**config.mk**
```make
export PLATFORM = sky130hd
export DESIGN_NAME = prog_loader
export DESIGN_NICKNAME = d
export VERILOG_FILES = /design/src/rtl/prog_loader.sv
export SDC_FILE = /design/constraint.sdc
export NUM_CORES = 1
export LEC_CHECK = 0
export ABC_AREA = 1
export CAP_MARGIN = 20
export CORE_MARGIN = 8
export CORE_UTILIZATION = 50
export DETAILED_ROUTE_END_ITERATION = 10
export PLACE_DENSITY = 0.79
export SLEW_MARGIN = 20
export SYNTH_ARGS = -nofsm -noshare
export SYNTH_HDL_FRONTEND = slang
export SYNTH_SLANG_ARGS = --single-unit
export TNS_END_PERCENT = 50
```
**constraint.sdc**
```tcl
create_clock -name clk -period 2.4 [get_ports clk]
set_clock_uncertainty 0.15 [all_clocks]
set_input_delay 0.72 -clock clk [delete_from_list [all_inputs] [get_ports clk]]
set_output_delay 0.72 -clock clk [all_outputs]
set_load 0.02 [all_outputs]
```
**src/rtl/prog_loader.sv**
```systemverilog
// ---------------------------------------------------------------------------
// prog_loader
//   Boot loader. It receives a program image as a byte stream (valid/ready),
//   packs the bytes little-endian into DATA_W words and writes them into a
//   single-port BSRAM. It owns the BSRAM address/control mux: while booting it
//   drives the port, and after the load it passes the CPU program counter
//   through. o_boot_mode holds the CPU until the image has been written.
//
// Parameters
//   ADDR_W  BSRAM address width (largest image = 2**ADDR_W words)
//   DATA_W  BSRAM word width, must be a multiple of 8
//
// Optional feature (macro CHECKSUM_EN)
//   When defined, one extra byte follows the image. The 8-bit sum of all
//   image bytes plus that byte must be 8'h00. A mismatch parks the loader in
//   an error state with o_err=1 until i_start or reset.
//   When undefined, there are no checksum/error states and o_err is tied to 0.
//
// Ports
//   clk, rst_n      clock (shared with the BSRAM), async active-low reset
//   i_start         1-cycle reload pulse, honoured only when done/error
//   i_prog_len      image length in words, sampled after reset release / start
//   i_s_valid/i_s_data/o_s_ready   byte stream
//   i_cpu_addr      CPU program counter, routed to o_mem_ad when done
//   o_mem_ce/o_mem_wre/o_mem_ad/o_mem_din   BSRAM port
//   o_boot_mode     1 while loading or in error
//   o_words_done    number of words written
//   o_err           checksum error
// ---------------------------------------------------------------------------
module prog_loader #(
    parameter int unsigned ADDR_W = 11,
    parameter int unsigned DATA_W = 16
) (
    input  logic              clk,
    input  logic              rst_n,
    input  logic              i_start,
    input  logic [ADDR_W:0]   i_prog_len,
    input  logic              i_s_valid,
    input  logic [7:0]        i_s_data,
    output logic              o_s_ready,
    input  logic [ADDR_W-1:0] i_cpu_addr,
    output logic              o_mem_ce,
    output logic              o_mem_wre,
    output logic [ADDR_W-1:0] o_mem_ad,
    output logic [DATA_W-1:0] o_mem_din,
    output logic              o_boot_mode,
    output logic [ADDR_W:0]   o_words_done,
    output logic              o_err
);

    localparam int unsigned BPW    = DATA_W / 8;
    localparam int unsigned BIDX_W = (BPW > 1) ? $clog2(BPW) : 1;
    localparam int unsigned LEN_W  = ADDR_W + 1;

    // S_INIT samples i_prog_len one cycle after reset release or start
    typedef enum logic [2:0] {
        S_INIT,
        S_RECV,
        S_WRITE,
        S_DONE
`ifdef CHECKSUM_EN
        ,
        S_CSUM,
        S_ERR
`endif
    } state_t;

    state_t              r_state;
    state_t              w_state_nxt;

    logic [LEN_W-1:0]    r_len;
    logic [LEN_W-1:0]    w_len_nxt;
    logic [DATA_W-1:0]   r_word;
    logic [DATA_W-1:0]   w_word_nxt;
    logic [BIDX_W-1:0]   r_bidx;
    logic [BIDX_W-1:0]   w_bidx_nxt;
    logic [ADDR_W-1:0]   r_addr;
    logic [ADDR_W-1:0]   w_addr_nxt;
    logic [LEN_W-1:0]    r_words;
    logic [LEN_W-1:0]    w_words_nxt;
    logic [ADDR_W-1:0]   r_mem_ad;
    logic [ADDR_W-1:0]   w_mem_ad_nxt;
    logic [DATA_W-1:0]   r_mem_din;
    logic [DATA_W-1:0]   w_mem_din_nxt;
    logic                r_s_ready;
    logic                w_s_ready_nxt;
    logic                r_mem_wre;
    logic                w_mem_wre_nxt;
    logic                r_boot_mode;
    logic                w_boot_nxt;
    logic                w_accept;
`ifdef CHECKSUM_EN
    logic [7:0]          r_sum;
    logic [7:0]          w_sum_nxt;
    logic                r_err;
    logic                w_err_nxt;
`endif

    // State register
    always_ff @(posedge clk or negedge rst_n) begin
        if (!rst_n) begin
            r_state <= S_INIT;
        end else begin
            r_state <= w_state_nxt;
        end
    end

    // Next-state, datapath and next registered-output values
    always_comb begin
        w_state_nxt   = r_state;
        w_len_nxt     = r_len;
        w_word_nxt    = r_word;
        w_bidx_nxt    = r_bidx;
        w_addr_nxt    = r_addr;
        w_words_nxt   = r_words;
        w_mem_ad_nxt  = r_mem_ad;
        w_mem_din_nxt = r_mem_din;
`ifdef CHECKSUM_EN
        w_sum_nxt     = r_sum;
`endif
        w_accept      = i_s_valid && r_s_ready;

        case (r_state)
            S_INIT: begin
                w_len_nxt   = i_prog_len;
                w_state_nxt = (i_prog_len == '0) ? S_DONE : S_RECV;
            end

            S_RECV: begin
                if (w_accept) begin
                    // little-endian: byte k of the word lands in bits [8k+7:8k]
                    for (int k = 0; k < int'(BPW); k++) begin
                        if (r_bidx == BIDX_W'(k)) begin
                            w_word_nxt[8*k +: 8] = i_s_data;
                        end
                    end
`ifdef CHECKSUM_EN
                    w_sum_nxt = 8'(r_sum + i_s_data);
`endif
                    if (r_bidx == BIDX_W'(BPW - 1)) begin
                        w_bidx_nxt    = '0;
                        w_mem_din_nxt = w_word_nxt;
                        w_mem_ad_nxt  = r_addr;
                        w_state_nxt   = S_WRITE;
                    end else begin
                        w_bidx_nxt = BIDX_W'(r_bidx + 1'b1);
                    end
                end
            end

            S_WRITE: begin
                // r_addr may wrap after the last word of a full-size image,
                // but no further write follows, so address 0 is never touched
                w_addr_nxt  = ADDR_W'(r_addr + 1'b1);
                w_words_nxt = LEN_W'(r_words + 1'b1);
                if (w_words_nxt == r_len) begin
`ifdef CHECKSUM_EN
                    w_state_nxt = S_CSUM;
`else
                    w_state_nxt = S_DONE;
`endif
                end else begin
                    w_state_nxt = S_RECV;
                end
            end

`ifdef CHECKSUM_EN
            S_CSUM: begin
                if (w_accept) begin
                    w_state_nxt = (8'(r_sum + i_s_data) == 8'h00) ? S_DONE : S_ERR;
                end
            end
`endif

            S_DONE
`ifdef CHECKSUM_EN
            , S_ERR
`endif
            : begin
                // reload: counters clear immediately, length sampled in S_INIT
                if (i_start) begin
                    w_addr_nxt   = '0;
                    w_words_nxt  = '0;
                    w_bidx_nxt   = '0;
                    w_word_nxt   = '0;
                    w_mem_ad_nxt = '0;
`ifdef CHECKSUM_EN
                    w_sum_nxt    = '0;
`endif
                    w_state_nxt  = S_INIT;
                end
            end

            default: begin
                w_state_nxt = S_INIT;
            end
        endcase

        w_s_ready_nxt = (w_state_nxt == S_RECV)
`ifdef CHECKSUM_EN
                        || (w_state_nxt == S_CSUM)
`endif
                        ;
        w_mem_wre_nxt = (w_state_nxt == S_WRITE);
        w_boot_nxt    = (w_state_nxt != S_DONE);
`ifdef CHECKSUM_EN
        w_err_nxt     = (w_state_nxt == S_ERR);
`endif
    end

    // Datapath and registered outputs
    always_ff @(posedge clk or negedge rst_n) begin
        if (!rst_n) begin
            r_len       <= '0;
            r_word      <= '0;
            r_bidx      <= '0;
            r_addr      <= '0;
            r_words     <= '0;
            r_mem_ad    <= '0;
            r_mem_din   <= '0;
            r_s_ready   <= 1'b0;
            r_mem_wre   <= 1'b0;
            r_boot_mode <= 1'b1;
`ifdef CHECKSUM_EN
            r_sum       <= '0;
            r_err       <= 1'b0;
`endif
        end else begin
            r_len       <= w_len_nxt;
            r_word      <= w_word_nxt;
            r_bidx      <= w_bidx_nxt;
            r_addr      <= w_addr_nxt;
            r_words     <= w_words_nxt;
            r_mem_ad    <= w_mem_ad_nxt;
            r_mem_din   <= w_mem_din_nxt;
            r_s_ready   <= w_s_ready_nxt;
            r_mem_wre   <= w_mem_wre_nxt;
            r_boot_mode <= w_boot_nxt;
`ifdef CHECKSUM_EN
            r_sum       <= w_sum_nxt;
            r_err       <= w_err_nxt;
`endif
        end
    end

    assign o_s_ready    = r_s_ready;
    assign o_mem_ce     = 1'b1;
    assign o_mem_wre    = r_mem_wre;
    // once loaded, the CPU PC reaches the BSRAM without a register stage
    assign o_mem_ad     = (r_state == S_DONE) ? i_cpu_addr : r_mem_ad;
    assign o_mem_din    = r_mem_din;
    assign o_boot_mode  = r_boot_mode;
    assign o_words_done = r_words;
`ifdef CHECKSUM_EN
    assign o_err        = r_err;
`else
    assign o_err        = 1'b0;
`endif

endmodule

```
**After elaboration in Yosys (flattened, before gate mapping)**

Index checks and enable logic that the tools add are counted.

- $add $sub $neg: 3
- Equal/unequal tests: 10
- Mux-type cells: 23
- Reductions and logical operators: 9

Operators by type and width:

| cell | number |
|---|---|
| $mux W11 | 4 |
| $pmux W11 S2 | 2 |
| $mux W16 | 2 |
| $pmux W16 S2 | 1 |
| $pmux W12 S2 | 1 |
| $mux W8 | 2 |
| $add A12 B1 Y12 const B | 1 |
| $eq A12 B12 Y1 | 1 |
| $logic_not A12 Y1 | 1 |
| $mux W12 | 1 |
| $pmux W3 S4 | 1 |
| $add A11 B1 Y11 const B | 1 |
| $eq A3 B2 Y1 const B | 3 |
| $mux W3 | 3 |
| $eq A3 B1 Y1 const B | 2 |
| $ne A2 B2 Y1 const B | 3 |
| $reduce_and A3 Y1 | 2 |
| $mux W2 | 2 |
| $reduce_and A4 Y1 | 1 |
| $reduce_bool A2 Y1 | 2 |
| $logic_not A3 Y1 | 1 |
| $mux W1 | 3 |
| $ne A3 B2 Y1 const B | 1 |
| $pmux W1 S2 | 1 |
| other kinds (3) | 3 |

- Register bits after elaboration: 85
- Input bits: 35
- Word-level logic and storage cells: 56

**Logic depth before layout (Yosys ltp)**

- Word-level depth: 5
- Gate-level depth with buffers: 13
- Depth with buffers taken out: 13

**Least setup slack after synthesis**

OpenSTA, ideal clock, no wires.

- Path type: reg2out
- From: register r_state[2]
- To: output o_mem_ad[1]
- Arrival time: 1280 ps
- Data required time: 1530 ps
- Path slack: 250 ps
- Stages on the path, launching flop included: 5
- Cell sequence: dfrtp_1 > nor3_4 > clkbuf_1 > nand2_1 > o21ai_0

- Cells in the longest elaborated chain, start to end: 2

Ends and longest elaborated chain:

| element | RTL line | RTL |
|---|---|---|
| start, declared | 68 | `state_t r_state;` |
| start signal, assigned | 104 | `r_state <= w_state_nxt;` |
| $eq A3 B2 Y1 | 250 | `assign o_mem_ad = (r_state == S_DONE) ? i_cpu_addr : r_mem_ad;` |
| $mux W11 | 250 |  |
| end, declared | 44 | `output logic [ADDR_W-1:0] o_mem_ad,` |

No other way between the ends.

**Worst setup path after layout**

- From: register r_state[2]
- To: output o_mem_ad[2]

The elaborated chain is that of the path after synthesis.

==> results.sh <==
export IMPL_core_um2=7253
export IMPL_setup_tns_ns=0
export IMPL_start_util_pct=51.68
export IMPL_yosysMostFrequentCell="nand2_1"
export IMPL_placed_cell_area_um2=4673
export IMPL_cts_htree_levels=3
export IMPL_root_buffer="clkbuf_8"
export IMPL_cts_buffer_depth=2
export IMPL_stdcell_area_um2=4873
export IMPL_path_class="reg2out"
export IMPL_num_io_pins=79
export IMPL_clkLatencyLatePin_ns=0.35
export IMPL_synthArstFlopShare_pct=100.0
export IMPL_hold_buffers=0
export IMPL_drt_initial_drc_count=148
export IMPL_die_w_um=102.6
export IMPL_synth_warnings=0
export IMPL_cts_tree="built"
export IMPL_ant_nets=0
export IMPL_synthFlopType="dfrtp_1"
export IMPL_period_share_pct=98.47
export IMPL_fp_dieArea_um2=10520
export IMPL_io_buffer_count=76
export IMPL_start_kind="flop"
export IMPL_worstReg2RegEnd="o_s_ready$_DFF_PN0_"
export IMPL_gr_total_overflow=0
export IMPL_synth_area_um2=3749
export IMPL_critPathCaptureType="output pin"
export IMPL_grt_max_degree=40
export IMPL_max_freq_mhz=423.1
export IMPL_setup_viol=0
export IMPL_synth_yosys_seq_area_share_pct=51.44
export IMPL_netlist_instances=476
export IMPL_cap_violations=0
export IMPL_yosys_top_cells_area="dfrtp_1, nand2_1, o21ai_0"
export IMPL_placementRows=31
export IMPL_p_leak_nw=2.393
export IMPL_cts_made_buffers=9
export IMPL_r2r_setup_slack_ns=0.42
export IMPL_path_max_fanout=24
export IMPL_yosysUniqueCellTypes=27
export IMPL_cts_clk_slew_worst_paths_ns=0.08
export IMPL_dr_pass1_iters=4
export IMPL_grt_pass1_wl_um=15690
export IMPL_hold_violations=0
export IMPL_synthTopCellsByCount="nand2_1, dfrtp_1, inv_1"
export IMPL_rsz0062_at_grt="yes"
export IMPL_worstReg2RegStart="o_words_done[0]$_DFFE_PN0P_"
export IMPL_vias=3392
export IMPL_reg2regPathDepth=12
export IMPL_antenna_found_initial=0
export IMPL_synth_edf_count=0
export IMPL_routabilityCongestion=0.8581
export IMPL_postCtsSetupRepairBufs=0
export IMPL_p_total_mw=6.049
export IMPL_viasPerCell=5.116
export IMPL_min_period_ns=2.363
export IMPL_grt_pass1_vias=3376
export IMPL_postRouteWirelength_um=9295
export IMPL_diodes=0
export IMPL_nets=597
export IMPL_synth_top_cell_by_area="dfrtp_1"
export IMPL_drv_slew=0
export IMPL_vdd_drop_max_mv=0.6996
export IMPL_hold_worst_slack_ns=0.1575
export IMPL_drc=0
export IMPL_syn_to_final_growth_pct=30.01
export IMPL_crit_arrival_ns=1.49
export IMPL_gr_usage_all_layers_pct=18.94
export IMPL_hp_class="in2async"
export IMPL_yosys_area_top_type_share_pct=50.73
export IMPL_place_hpwl_um=7143
export IMPL_power_density_nw_per_um2=1241
export IMPL_wl_per_cell_um=14.02
export IMPL_postSynthAreaPerCell_um2=7.875
export IMPL_status="completed"
export IMPL_clock_sinks=77
export IMPL_cp_required_ns=1.53
export IMPL_ys_ff_latch=77
export IMPL_drive_gt1_share_pct=9.574
export IMPL_die_h_um=102.6
==> sequential cells by signal, indices dropped and copies added, names as in the netlist <==
name,cells
r_len,12
r_addr,11
o_mem_wre,1
r_word,8
r_mem_ad,11
r_bidx,1
o_words_done,12
o_boot_mode,1
o_s_ready,1
o_mem_din,16
r_state,3
==> layer usage <==
metal	global-route usage, %	wire, um	up-vias
met3	4.794	600	17
met1	22.99	3987	1591
li1	-	-	1703
met4	7.449	158	0
met2	31.52	4548	81
met5	0	0	-
==> through the flow <==
stage          util (%)  setup slack (ns)  instances
6_report          67.19           0.03668        663
5_1_grt           67.19          -0.05710        663
3_5_place_dp      64.43           -0.4303        647
2_1_floorplan         -            0.2502        477
3_3_place_gp      64.43           -0.3803        647
4_1_cts           66.86          0.001793        663
==> critical path: stages, from the launching register on <==
cell	delay, ns
dfrtp_1	0.41
nor3_4	0.23
buf_12	0.18
nand2_1	0.05
o21ai_0	0.07
buf_2	0.20
==> power breakdown <==
group	total, mW	switching (mW)	internal (mW)
clock	1.11	0.492	0.621
sequential	2.24	0.402	1.84
combinational	2.69	1.59	1.10
total	6.05	2.48	3.56
==> cell families after synthesis <==
logic type	Yosys count	share of synthesized area, %
and+or+nand+nor	215	24.97
AOI/OAI and AO/OA	90	13.02
buffers and inverters	88	9.145
DFF	77	51.44
adders and majority gates	3	1.001
other	2	0.2003
xor gates and xnor gates	1	0.2337
==> worst max-delay path by stage <==
stage	to	slack (ns)	start
floorplan	o_mem_ad[1]	0.25	r_state[2]$_DFF_PN0_
global placement	o_mem_ad[1]	-0.38	i_cpu_addr[1]
detailed placement	o_mem_ad[7]	-0.43	i_cpu_addr[7]
CTS	o_mem_ad[7]	0.002	r_state[2]$_DFF_PN0_
global route	o_mem_ad[10]	-0.06	r_state[2]$_DFF_PN0_
finish	o_mem_ad[2]	0.04	r_state[2]$_DFF_PN0_
==> layout by cell type (no fill, tap or decap), types with 2 or more instances in the layout <==
cell type        synthesis  final
bufinv_16                0      2
nand4_1                  7      7
nand3_1                 24     24
nand2_2                  2      2
dfrtp_1                 76     76
buf_2                    4      4
clkbuf_8                 0     10
buf_12                   0      2
o22ai_1                 28     28
nor2_2                   5      5
clkdlybuf4s50_1          0     63
conb_1                   2      3
inv_1                   68     68
o21ai_1                  0      2
clkinv_4                 0      2
nand2_4                  2      2
nand3b_1                 3      3
a21oi_1                  7      7
nand2_1                133    133
ha_1                     3      3
nor3_1                   6      6
o21ai_0                 54     51
inv_2                    2      2
buf_4                    2     18
nor4_1                   7      7
nor2_1                  25     25
==> what timing repair did <==
| action | in CTS | in global routing |
|---|---|---|
| resized for setup | 55 | 12 |
| endpoints found under the setup margin | 11 | 12 |
| pin swaps | 0 | 0 |
==> final cells by class <==
type                       count  area, um^2
clock buffer                  10       137.6
sequential                    77        1928
multi-input combinational    312        1485
tap                           99       123.9
inverter                      71       266.5
fill                         610        2380
clock inverter                 6       93.84
timing repair buffer          88       838.3
No activity file was read; power rests on OpenSTA's default activity.
